File: src/rtl/bus_bridge_pkg.sv
`default_nettype none
// ---- bus_bridge_pkg : state encoding and default address map for bus_bridge ---- rev 1.0
package bus_bridge_pkg;

  localparam logic [1:0] ST_IDLE   = 2'd0;
  localparam logic [1:0] ST_ACCESS = 2'd1;
  localparam logic [1:0] ST_RESP   = 2'd2;

  localparam logic [31:0] DEF_DEV0_BASE = 32'h0000_7F00;
  localparam logic [31:0] DEF_DEV1_BASE = 32'h0000_7F10;
  localparam logic [31:0] DEF_IMR_ADDR  = 32'h0000_7F20;

endpackage
`default_nettype wire

File: src/rtl/bus_addr_decode.sv
`default_nettype none
// ---- bus_addr_decode : word address to device / IMR / unmapped select ---- rev 1.0
module bus_addr_decode
  import bus_bridge_pkg::*;
#(
  parameter logic [31:0] DEV0_BASE = DEF_DEV0_BASE,
  parameter logic [31:0] DEV1_BASE = DEF_DEV1_BASE,
  parameter logic [31:0] IMR_ADDR  = DEF_IMR_ADDR
) (
  input  logic [29:0] word_addr,
  output logic        sel_dev0,
  output logic        sel_dev1,
  output logic        sel_imr,
  output logic        unmapped
);

  // Device windows are four words wide but only words 0..2 exist; word 3 is reserved.
  always_comb begin
    sel_dev0 = (word_addr[29:2] == DEV0_BASE[31:4]) && (word_addr[1:0] != 2'b11);
    sel_dev1 = !sel_dev0 &&
               (word_addr[29:2] == DEV1_BASE[31:4]) && (word_addr[1:0] != 2'b11);
    sel_imr  = !sel_dev0 && !sel_dev1 && (word_addr == IMR_ADDR[31:2]);
    unmapped = !(sel_dev0 || sel_dev1 || sel_imr);
  end

endmodule
`default_nettype wire

File: src/rtl/bus_bridge.sv
`default_nettype none
// ---- bus_bridge : CPU to two-device register bridge with masked interrupts ---- rev 1.0
module bus_bridge
  import bus_bridge_pkg::*;
#(
  parameter logic [31:0] DEV0_BASE = DEF_DEV0_BASE,
  parameter logic [31:0] DEV1_BASE = DEF_DEV1_BASE,
  parameter logic [31:0] IMR_ADDR  = DEF_IMR_ADDR
) (
  input  logic        CLK_I,
  input  logic        RST_I,
  input  logic        cpu_req,
  input  logic        cpu_we,
  input  logic [31:0] cpu_addr,
  input  logic [31:0] cpu_wdata,
  output logic        cpu_ack,
  output logic [31:0] cpu_rdata,
  output logic        cpu_err,
  output logic [1:0]  hwint,
  output logic [1:0]  ADD_O,
  output logic [31:0] DAT_O,
  output logic        WE0_O,
  output logic        WE1_O,
  input  logic [31:0] DAT0_I,
  input  logic [31:0] DAT1_I,
  input  logic        IRQ0_I,
  input  logic        IRQ1_I
);

  logic [1:0]  r_state;
  logic        r_we;
  logic [29:0] r_word_addr;
  logic [31:0] r_wdata;
  logic [1:0]  r_imr;
  logic        r_ack;
  logic        r_err;
  logic [31:0] r_rdata;
  logic [1:0]  r_hwint;

  logic        w_sel_dev0;
  logic        w_sel_dev1;
  logic        w_sel_imr;
  logic        w_unmapped;
  logic        w_in_access;
  logic [31:0] w_rdata_next;

  // Byte lanes are not used: every access is a full word.
  logic unused_addr_lsbs;
  assign unused_addr_lsbs = ^cpu_addr[1:0];

  bus_addr_decode #(
    .DEV0_BASE (DEV0_BASE),
    .DEV1_BASE (DEV1_BASE),
    .IMR_ADDR  (IMR_ADDR)
  ) u_decode (
    .word_addr (r_word_addr),
    .sel_dev0  (w_sel_dev0),
    .sel_dev1  (w_sel_dev1),
    .sel_imr   (w_sel_imr),
    .unmapped  (w_unmapped)
  );

  assign w_in_access = (r_state == ST_ACCESS);

  always_comb begin
    w_rdata_next = 32'h0;
    if (!r_we) begin
      if (w_sel_dev0)
        w_rdata_next = DAT0_I;
      else if (w_sel_dev1)
        w_rdata_next = DAT1_I;
      else if (w_sel_imr)
        w_rdata_next = {30'h0, r_imr};
    end
  end

  always_ff @(posedge CLK_I) begin
    if (RST_I) begin
      r_state     <= ST_IDLE;
      r_we        <= 1'b0;
      r_word_addr <= 30'h0;
      r_wdata     <= 32'h0;
      r_imr       <= 2'b00;
      r_ack       <= 1'b0;
      r_err       <= 1'b0;
      r_rdata     <= 32'h0;
      r_hwint     <= 2'b00;
    end else begin
      r_ack   <= 1'b0;
      r_err   <= 1'b0;
      r_hwint <= {IRQ1_I, IRQ0_I} & r_imr;
      case (r_state)
        ST_IDLE: begin
          if (cpu_req) begin
            r_state     <= ST_ACCESS;
            r_we        <= cpu_we;
            r_word_addr <= cpu_addr[31:2];
            r_wdata     <= cpu_wdata;
          end
        end
        ST_ACCESS: begin
          r_state <= ST_RESP;
          r_ack   <= 1'b1;
          r_err   <= w_unmapped;
          r_rdata <= w_rdata_next;
          if (r_we && w_sel_imr)
            r_imr <= r_wdata[1:0];
        end
        ST_RESP: begin
          r_state <= ST_IDLE;
        end
        default: begin
          r_state <= ST_IDLE;
        end
      endcase
    end
  end

  // Strobes are decoded from the latched transaction, so they exist only in ACCESS.
  assign WE0_O     = w_in_access && r_we && w_sel_dev0;
  assign WE1_O     = w_in_access && r_we && w_sel_dev1;
  assign ADD_O     = r_word_addr[1:0];
  assign DAT_O     = r_wdata;
  assign cpu_ack   = r_ack;
  assign cpu_err   = r_err;
  assign cpu_rdata = r_rdata;
  assign hwint     = r_hwint;

endmodule
`default_nettype wire

File: config.mk
export PLATFORM = sky130hd
export DESIGN_NAME = bus_bridge
export DESIGN_NICKNAME = d
export VERILOG_FILES = /design/src/rtl/bus_bridge_pkg.sv /design/src/rtl/bus_addr_decode.sv /design/src/rtl/bus_bridge.sv
export SDC_FILE = /design/constraint.sdc
export NUM_CORES = 1
export LEC_CHECK = 0
export ABC_AREA = 1
export ABC_CLOCK_PERIOD_IN_PS = 2750
export BUFFER_PORTS_ARGS = -buffer_cell sky130_fd_sc_hd__buf_2
export CORE_MARGIN = 2
export CORE_UTILIZATION = 50
export CTS_BUF_LIST = sky130_fd_sc_hd__clkbuf_4
export DETAILED_ROUTE_END_ITERATION = 10
export PLACE_DENSITY = 0.9
export SLEW_MARGIN = 30
export SYNTH_ARGS = -nofsm -noshare
export SYNTH_HDL_FRONTEND = slang
export SYNTH_SLANG_ARGS = --single-unit
File: constraint.sdc
create_clock -name CLK_I -period 2.75 [get_ports CLK_I]
set_input_delay 0.55 -clock CLK_I [delete_from_list [all_inputs] [get_ports CLK_I]]
set_output_delay 0.55 -clock CLK_I [all_outputs]
set_load 0.05 [all_outputs]
==> flow_summary.ini <==
[place]
port_buffers = 203
dp_hpwl_mm = 8.06
routabilityCongestion = 0.768

[global_route]
antenna_found_initial = 1
grt_max_degree = 64
grt_pass1_wl_mm = 17.8
grt_overflow = 0
track_usage_pct = 22.1
grt_pass1_vias = 3959

[drt]
avgRoutedWirePerCell_um = 12.6
dr.pass1.iters = 4
detail-route-antenna-nets = 0
drt_iter0_drc = 143
viasPerCell = 4.96
wirelength_mm = 11.3
vias = 4427
route.detailed.drc = 0

[clocking]
clkSinkCount = 103
ctsHoldBuffers = 0
cts_tree = done
cts_inserted_buffers = 9
htree_levels = 3
cts_resized = 0
cts_buffer_depth = 2
root_buffer = clkbuf_4
clk_pin_slew_ns = 0.17
clock_latency_ns = 0.44
cts_setup_buffers = 0

[setup_path]
crit_path_frequent_cell = nor2_1
start_kind = flip-flop
cp_slowest_cell = dfxtp_1
cp-end-kind = output port
cp.required_ns = 2.20
crit_family = simple AND/OR/NAND/NOR gates
critPathMaxStageDelay_ns = 0.34
path_class = reg -> out
timing.critical_path.depth = 6
arrival_ns = 1.83
crit_chain = nor2_1, nand4_1, nor2_4, nand2_1, nor2_1, buf_2
reg2regPathDepth = 8
path_max_fanout = 4
path_buf_inv = 1

[finish]
drive_above_1_share_pct = 37.4
nNetsFinal = 913
diodes = 0
area_growth_pct = 24.0
fillers = 802

[yosys]
synthTopCellsByArea = dfxtp_1, nor2_1, nand2_1
netlist_area_mm2 = 0.00454
yosysTopAreaCell = dfxtp_1
netlist_top_cells_count = nor2_1, nand2_1, dfxtp_1, o21ai_0, nand3_1
synth_most_common_cell = nor2_1
yosysSeqAreaShare_pct = 45.4
async_reset_ff_share_pct = 0
syn_inst = 600
syn_area_per_cell_um2 = 7.57
ys_types = 23
yosys_warnings = 0
syn-num-nets = 734
synth_ff_type = dfxtp_1
synth_edf_count = 0
synth_top_cell_area_share_pct = 45.4
synth_seq_cells = 103

[sta]
tns_ns = 0
worst_slew_pin_slew_ns = 0.601
setup_viol = 0
fmax_mhz = 421
rsz0062_at_grt = false
hold_viol_final = 0
period_share_pct = 86.4
slew_headroom_pct = 59.9
worst_clock_skew_ns = 0.0249
period_minus_slack_ns = 2.38
slew_viol_final = 0

[status]
status = finished, final reports clean

[job]
cap_violations = 0

[floorplan]
io_pins = 206
rows = 34
core_mm2 = 0.00876
start_util_pct = 51.8
fp.dieH_um = 99.3
dieArea_mm2 = 0.00986
die_x_um = 99.3

[power]
p_total_w = 0.00287
p_leak_nw = 2.67
p_per_area_mw_per_mm2 = 510
ir_drop_uv = 328

[worst_hold_path]
holdCritPathClass = in -> reg
hold_depth = 3
[tightest hold or removal path, cell delays in order]
cell and delay [ns]:
buf_2 0.07, nor2_1 0.03, nor2_1 0.08
[cells in the final DEF, fill, tap and decap left out, drive strengths merged]
cell      count
buf         212
nor2        133
nand2       117
dfxtp       103
nand3        71
o21ai        63
a21oi        44
inv          24
clkbuf        9
nand4         2
o21a          2
clkinv        2
or2           1
clkinvlp      1
[state kept, by name (all words and copies together), names as in the netlist]
name	cells
r_state	2
r_we	1
r_imr	2
DAT_O	32
cpu_err	1
hwint	2
cpu_rdata	32
cpu_ack	1
r_word_addr	30
[per-stage QoR]
step / setup slack [ns] / util [%] / hold WS (ns) / std cells / area [um^2]
2_1_floorplan: 0.518 / - / 0.423 / 600 / 4540
3_3_place_gp: 0.810 / 62.7 / 0.440 / 876 / 5490
3_5_place_dp: 0.816 / 62.7 / 0.444 / 876 / 5490
4_1_cts: 0.283 / 64.2 / 0.279 / 892 / 5630
5_1_grt: 0.193 / 64.2 / 0.284 / 892 / 5630
6_report: 0.374 / 64.2 / 0.314 / 892 / 5630
[kinds of logic after synthesis]
logic type	Yosys count	share of synthesized area, %
AOI/OAI and AO/OA	109	14.6
and+or+nand+nor	324	32.2
DFF	103	45.4
buffers and inverters	64	7.80
[area by class of cell]
| type | instances | area, um^2 | share of cell area (%) |
|---|---|---|---|
| Sequential cell | 103 | 2060 | 36.6 |
| Tap cell | 108 | 135 | 2.40 |
| Clock buffer | 9 | 67.6 | 1.20 |
| Inverter | 20 | 75.1 | 1.33 |
| Multi-Input combinational cell | 433 | 2130 | 37.8 |
| Timing Repair Buffer | 212 | 1100 | 19.5 |
| Clock inverter | 7 | 66.3 | 1.18 |
[report_power, final]
group / internal [W] / switching, W
clock: 0.000209 / 0.000537
sequential: 0.00158 / 0.0000379
combinational: 0.000158 / 0.000355
[metal layers]
layer	GRT usage, %	part of all wire, %
met1	26.1	41
met2	38.1	47
met3	7.24	9.9
met4	7.06	1.5
met5	0	0
[final timing paths]
| kind | startpoint | endpoint | slack (ns) |
|---|---|---|---|
| worst min register to register | r_imr[0] | hwint[0] | 0.47 |
| worst max register to register | r_word_addr[29] | cpu_rdata[21] | 0.91 |
| worst max-delay path | r_word_addr[29] | WE0_O | 0.37 |
| worst min-delay path | cpu_wdata[30] | DAT_O[30] | 0.31 |
Power figures use the tool's default switching activity.
